## src/rtl/csa_accum_ctrl.sv

```systemverilog
// Carry-save operand accumulator: sums num_ops unsigned operands with no carry chain in the loop,
// one carry-propagate add in RESOLVE; result held under valid/ready until the consumer takes it.
module csa_accum_ctrl #(
  parameter  int W  = 4,
  parameter  int CW = 4,
  localparam int AW = W + CW
) (
  input  logic          clk,
  input  logic          rst,
  input  logic          start,
  input  logic [CW-1:0] num_ops,
  input  logic          in_valid,
  input  logic [W-1:0]  in_data,
  output logic          in_ready,
  output logic          out_valid,
  input  logic          out_ready,
  output logic [AW-1:0] out_sum,
  output logic          busy
);

  typedef enum logic [1:0] {
    IDLE    = 2'd0,
    ACCUM   = 2'd1,
    RESOLVE = 2'd2,
    DONE    = 2'd3
  } state_t;

  state_t        state;
  logic [CW-1:0] remaining;
  logic [AW-1:0] sum_r;
  logic [AW-1:0] carry_r;

  logic [AW-1:0] x;
  logic [AW-1:0] csa_sum;
  logic [AW-1:0] csa_carry;

  // sum_r + carry_r always equals the running total (mod 2^AW)
  assign x         = {{CW{1'b0}}, in_data};
  assign csa_sum   = sum_r ^ carry_r ^ x;
  assign csa_carry = ((sum_r & carry_r) | (sum_r & x) | (carry_r & x)) << 1;

  always_ff @(posedge clk) begin
    if (rst) begin
      state     <= IDLE;
      remaining <= '0;
      sum_r     <= '0;
      carry_r   <= '0;
      out_sum   <= '0;
      in_ready  <= 1'b0;
      out_valid <= 1'b0;
      busy      <= 1'b0;
    end else begin
      case (state)
        IDLE: begin
          if (start) begin
            busy <= 1'b1;
            if (num_ops != '0) begin
              state     <= ACCUM;
              remaining <= num_ops;
              sum_r     <= '0;
              carry_r   <= '0;
              in_ready  <= 1'b1;
            end else begin
              state     <= DONE;
              out_sum   <= '0;
              out_valid <= 1'b1;
            end
          end
        end
        ACCUM: begin
          if (in_valid) begin
            sum_r     <= csa_sum;
            carry_r   <= csa_carry;
            remaining <= remaining - CW'(1);
            if (remaining == CW'(1)) begin
              state    <= RESOLVE;
              in_ready <= 1'b0;
            end
          end
        end
        RESOLVE: begin
          out_sum   <= sum_r + carry_r;
          out_valid <= 1'b1;
          state     <= DONE;
        end
        DONE: begin
          // start is deliberately not looked at here, even on the handshake edge
          if (out_ready) begin
            out_valid <= 1'b0;
            busy      <= 1'b0;
            state     <= IDLE;
          end
        end
        default: begin
          state     <= IDLE;
          in_ready  <= 1'b0;
          out_valid <= 1'b0;
          busy      <= 1'b0;
        end
      endcase
    end
  end

endmodule

```

## config.mk

```make
export PLATFORM = sky130hd
export DESIGN_NAME = csa_accum_ctrl
export DESIGN_NICKNAME = d
export VERILOG_FILES = /design/src/rtl/csa_accum_ctrl.sv
export SDC_FILE = /design/constraint.sdc
export NUM_CORES = 1
export LEC_CHECK = 0
export CORE_ASPECT_RATIO = 0.9
export CORE_MARGIN = 10
export CORE_UTILIZATION = 45
export DETAILED_ROUTE_END_ITERATION = 6
export GPL_TIMING_DRIVEN = 0
export PLACE_DENSITY = 0.7
export SYNTH_ARGS = -nofsm -noshare
export SYNTH_HDL_FRONTEND = slang
export SYNTH_SLANG_ARGS = --single-unit
```

## constraint.sdc

```tcl
create_clock -name clk -period 1.6 [get_ports clk]
set_input_delay 0.32 -clock clk [delete_from_list [all_inputs] [get_ports clk]]
set_output_delay 0.32 -clock clk [all_outputs]
set_load 0.05 [all_outputs]
```

==> results.yml, run 1 <==
die:
  core_area_sq_mm: 0.00373
  chipHeight_um: 79.3
  start_util_pct: 47.1
  num_rows: 21
  ios: 24
  die_area_sq_mm: 0.00681
  die-width_um: 85.9
synth:
  yosysSeqAreaShare_pct: 36.4
  synth_nets: 239
  yosys_warnings: 0
  synth_area_sq_mm: 0.00176
  synth_largest_area_cell: "dfxtp_1"
  synth-main-ff-cell: "dfxtp_1"
  synth_top_area_share_pct: 36.4
  synthArstFlopShare_pct: 0
  ys_seq_elements: 32
  synth_edf_count: 0
  syn-instance-count: 209
  synth_area_leaders: "dfxtp_1, ha_1, a21oi_1"
  synth.avg_cell_area_sq_um: 8.41
  netlist-cell-type-count: 47
grt:
  grt_pass1_wl_mm: 7.46
  gr-usage-all-layers_pct: 13.4
  grt_pass1_vias: 1576
  overflow: 0
  grt_max_degree: 11
  grt_antenna_before_repair: 0
drt:
  initialDrtViolationCount: 115
  wl_per_cell_um: 16.2
  routed_wl_mm: 4.93
  vias: 1682
  ant_nets: 0
  post-route-drc-count: 0
  routed_via_density: 5.51
  dr.pass1.iters: 4
timing:
  rsz0062_at_grt: "true"
  fin_skew_ns: 0.00454
  slew_violations: 0
  min_period_over_period_pct: 105
  fmax_mhz: 594
  tightest_slew_ns: 0.508
  slew-limit-headroom_pct: 66.3
  period_needed_ns: 1.68
  setup_viol: 8
  timing.final.ws_setup_ns: -0.0829
  finalHoldViolCount: 0
pwr:
  leakage_uw: 0.00104
  total_power_uw: 3340
  p_per_area_mw_per_mm2: 1310
  ir_drop_mv: 1.01
outcome:
  failed_checks: "setup timing"
  run_status: "finished with violations"
worst_setup_path:
  cp_slowest_cell: "dfxtp_4"
  worstRegToRegCells: 9
  path_max_fanout: 3
  crit_path_start_kind: "flip-flop"
  path_common_cell: "buf_6"
  slowest_delay_ns: 0.36
  worstPathRequired_ns: 1.82
  critPathCaptureType: "flip-flop"
  arrival_ns: 1.90
  r2r_setup_slack_ns: -0.08
  worstSetupPathType: "reg2reg"
  crit_chain: "ha_4 > inv_2 > fa_2 > nor2b_4 > buf_6 > buf_6 > nor4b_2 > a21oi_1 > nor2_1"
clock_network:
  clock_sinks: 32
  cts_tree: "done"
  cts_made_buffers: 5
  ctsHoldBuffers: 0
  insertion_delay_ns: 0.29
  root_buffer: "clkbuf_8"
  clockBufferDepth: 2
  cts_max_level: 2
  cts.clk_slew.worst_paths_ns: 0.06
worst_hold_path:
  min_delay_path_depth: 2
  holdCritPathClass: "reg2reg"
job:
  drv_cap: 0
cells_and_area:
  nets: 289
  syn_to_final_growth_pct: 45.7
  drive_gt1_share_pct: 33.2
  stdcell_area_sq_mm: 0.00256
  num_antenna_cells: 0
  fin_util_pct: 68.6
placed_design:
  place_congestion: 0.787
  port_buffers: 23
  hpwlAfterDp_mm: 3.08
  dpl_cell_area_sq_mm: 0.00208
  dp_slack_ns: -0.706
[repair_timing]
| action | in CTS | in global routing |
|---|---|---|
| setup buffers | 13 | 5 |
| endpoints found under the hold margin | 0 | 0 |
| pin swaps | 12 | 20 |
| setup endpoints to repair | 42 | 30 |
| gates resized for setup | 51 | 49 |
| cloned | 1 | 1 |
[placed cells by master (no fill, tap or decap), types with 3 or more instances in the layout]
cell	n
a211oi_2	3
a21oi_1	22
a21oi_2	4
buf_4	17
buf_6	6
clkbuf_2	6
clkbuf_4	3
clkbuf_8	7
clkdlybuf4s50_1	7
dfxtp_1	24
dfxtp_2	3
dfxtp_4	5
dlygate4sd2_1	12
fa_1	3
ha_1	6
ha_4	6
inv_1	8
nand2_1	32
nand3_1	3
nor2_1	20
o21ai_1	3
[power breakdown]
| part | leakage [uW] | internal (uW) | switching [uW] |
|---|---|---|---|
| sequential | 0.000265 | 915 | 104 |
| clock | 0.0000503 | 383 | 292 |
| combinational | 0.000722 | 758 | 893 |
[cells in the mapped netlist (4+ instances only)]
| library cell | instances |
|---|---|
| a211oi_1 | 5 |
| dfxtp_1 | 32 |
| nor2b_1 | 4 |
| clkbuf_1 | 6 |
| inv_1 | 11 |
| nand2_1 | 32 |
| ha_1 | 13 |
| nor2_1 | 20 |
| o21ai_0 | 5 |
| a21oi_1 | 27 |
| fa_1 | 4 |
[registers in the layout (all words and copies together) (netlist names)]
register   count
busy           1
carry_r        7
in_ready       1
out_sum        8
out_valid      1
remaining      4
state          2
sum_r          8
[area by class of cell]
type | count | area (sq um)
repair buffers | 43 | 365
clock buffers | 7 | 96.3
multi-input cells | 156 | 1250
fillers | 303 | 1170
flip-flops and latches | 32 | 663
inverters | 11 | 43.8
well taps | 46 | 57.6
plain buffers | 10 | 82.6
[kinds of logic after synthesis]
| group | after synthesis | share of synthesized area, % |
|---|---|---|
| AO/OA/AOI/OAI | 59 | 21.3 |
| XOR/XNOR | 2 | 0.997 |
| adder cells (fa/ha/maj) | 17 | 13.8 |
| buffers and inverters | 21 | 5.05 |
| flip-flops | 32 | 36.4 |
| multiplexers | 2 | 1.21 |
| AND/OR/NAND/NOR | 76 | 21.2 |
[through the flow]
stage | setup TNS [ns] | instances | hold slack (ns)
CTS | -0.149 | 299 | 0.466
global placement | -14.92 | 278 | 0.450
global route | -1.31 | 305 | 0.486
finish | -0.227 | 305 | 0.461
detailed placement | -15.53 | 278 | 0.457
floorplan | -0.113 | 209 | 0.440
[metal layers]
metal,vias to the layer above,track usage [%],part of all wire (%)
met1,818,17.6,48
met2,23,19.7,46
met4,0,5.43,1.3
met3,5,4.18,4.5
li1,836,-,-
met5,-,0,0
[final timing paths]
| path | start | to |
|---|---|---|
| max reg2reg | sum_r[1] | out_sum[3] |
| max | sum_r[1] | out_sum[3] |
| min | carry_r[6] | carry_r[6] |
| min reg2reg | carry_r[6] | carry_r[6] |
[worst max-delay path, delay by kind of cell, from the launching register on]
kind	cells	cell delay, ns
AOI/OAI and AO/OA	1	0.10
and+or+nand+nor	3	0.50
DFF	1	0.36
buffers and inverters	3	0.26
adders and majority gates	2	0.38
Note: power is estimated with default switching activity, not from simulation.
==> run 2: changes to the inputs <==
Settings changed: MAX_ROUTING_LAYER set to met4.
==> run 2 against run 1 <==
  * The run still ends with setup timing left
  * Setup slack better by 0.016 ns
  * Count of clock-buffer cells in the layout unchanged
  * First-iteration DRC count down 3.5%
  * Worst hold slack about the same
  * Critical path type unchanged
  * Largest cell class unchanged
==> results.yml, run 2 (same netlist as run 1, synthesis figures left out) <==
placed_design:
  dpl_cell_area_sq_mm: 0.00208
  port_buffers: 23
  numPlacedInstances: 278
  place_congestion: 0.798
  hpwlAfterDp_mm: 3.08
worst_setup_path:
  rr_endpoint: "out_sum[3]"
  crit_path_start_kind: "flip-flop"
  critPathCaptureType: "flip-flop"
  path_max_fanout: 3
  r2r_setup_slack_ns: -0.07
  arrival_ns: 1.88
  worstSetupPathType: "reg2reg"
  r2r-start: "sum_r[1]"
  worstPathRequired_ns: 1.82
  worstRegToRegCells: 9
grt:
  gr-usage-all-layers_pct: 13.8
  grt_pass1_wl_mm: 7.45
  grtUsageMet1_pct: 17.8
  use_met2_pct: 19.7
  grt_max_degree: 11
  grt_antenna_before_repair: 0
  use_met3_pct: 3.67
  grt-busiest-layer: "met2"
  grt_pass1_vias: 1577
  overflow: 0
die:
  start_util_pct: 47.1
  num_rows: 21
  ios: 24
  die-width_um: 85.9
  core_area_sq_mm: 0.00373
  die_area_sq_mm: 0.00681
  chipHeight_um: 79.3
clock_network:
  ctsHoldBuffers: 0
  clockBufferDepth: 2
  insertion_delay_ns: 0.29
  cts_made_buffers: 5
  cts_max_level: 2
  cts.clk_slew.worst_paths_ns: 0.06
  clock_sinks: 32
  cts_tree: "done"
  root_buffer: "clkbuf_8"
drt:
  post-route-drc-count: 0
  routed_via_density: 5.49
  ant_nets: 0
  initialDrtViolationCount: 111
  routed_wl_mm: 4.92
  dr.pass1.iters: 4
  wl_per_cell_um: 16.1
  vias: 1675
timing:
  rsz0062_at_grt: "true"
  timing.final.ws_setup_ns: -0.0666
  slew_violations: 0
  setup_viol: 8
  period_needed_ns: 1.67
  tightest_slew_ns: 0.509
  fmax_mhz: 600
  slew-limit-headroom_pct: 66.2
  finalHoldViolCount: 0
  fin_skew_ns: 0.00577
  min_period_over_period_pct: 104
cells_and_area:
  layout_common_cells: "nand2_1, dfxtp_1, a21oi_1"
  nets: 289
  final_common_cell: "nand2_1"
  drive_gt1_share_pct: 33.2
  instances_no_fill: 305
  num_antenna_cells: 0
  n_fill_cell: 303
  top_regs: "out_sum (8), sum_r (8), carry_r (7)"
  syn_to_final_growth_pct: 45.7
  stdcell_area_sq_mm: 0.00256
  fin_util_pct: 68.6
outcome:
  run_status: "finished with violations"
  failed_checks: "setup timing"
pwr:
  leakage_uw: 0.00104
  p_per_area_mw_per_mm2: 1310
  total_power_uw: 3340
  ir_drop_mv: 1.01
job:
  drv_cap: 0
worst_hold_path:
  min_from: "carry_r[6]"
  holdPathEnd: "carry_r[6]"
  holdCritPathClass: "reg2reg"
  min_delay_path_depth: 2
[run 2: cell counts in the layout (fill, tap and decap cells not counted)]
Identical to the previous run, type by type.
[run 2: final cells by class]
class / instances / area (sq um) / area share, %
buffer: 10 / 82.6 / 3.22
sequential: 32 / 663 / 25.9
multi-input combinational: 156 / 1250 / 48.9
tap: 46 / 57.6 / 2.25
clock buffer: 7 / 96.3 / 3.76
timing repair buffer: 43 / 365 / 14.3
inverter: 11 / 43.8 / 1.71
[run 2: how the worst max path moves through the flow]
stage | startpoint | to | slack, ns
after floorplan | num_ops[2] | sum_r[7] | -0.06
final | sum_r[1] | out_sum[3] | -0.07
after detailed placement | num_ops[2] | sum_r[7] | -0.71
after CTS | num_ops[3] | sum_r[7] | -0.10
after global placement | num_ops[2] | sum_r[7] | -0.68
after global routing | sum_r[1] | out_sum[7] | -0.16
[run 2: metrics by stage]
stage          setup slack, ns  hold WS [ns]  setup TNS, ns
4_1_cts                 -0.101         0.466         -0.149
6_report               -0.0666         0.461         -0.200
3_5_place_dp            -0.706         0.457         -15.53
3_3_place_gp            -0.683         0.450         -14.92
5_1_grt                 -0.158         0.486          -1.31
2_1_floorplan          -0.0558         0.440         -0.113
[run 2: repair_timing]
action | CTS | global route
gates cloned | 1 | 1
pin swaps | 12 | 20
gates resized for setup | 51 | 49
setup buffers | 13 | 5
endpoints found under the setup margin | 42 | 30
[run 2: power breakdown]
part	internal [uW]	switching (uW)
Combinational	758	891
Sequential	915	105
Clock	383	293
[run 2: per-layer routing]
layer  routed length [um]  vias to the layer above  share of wire [%]
li1                     -                      835                  -
met1                 2330                      811                 47
met2                 2310                       25                 47
met3                  216                        4                4.4
met4                   59                        0                1.2
met5                    0                        -                  0
[run 2: worst max-delay path, cell delays in order, from the launching register on]
cell and delay, ns:
dfxtp_4 0.36, ha_4 0.16, inv_2 0.05, fa_2 0.22
nor2b_4 0.05, buf_6 0.11, buf_6 0.10, nor4b_2 0.30
a21oi_1 0.09, nor2_1 0.14
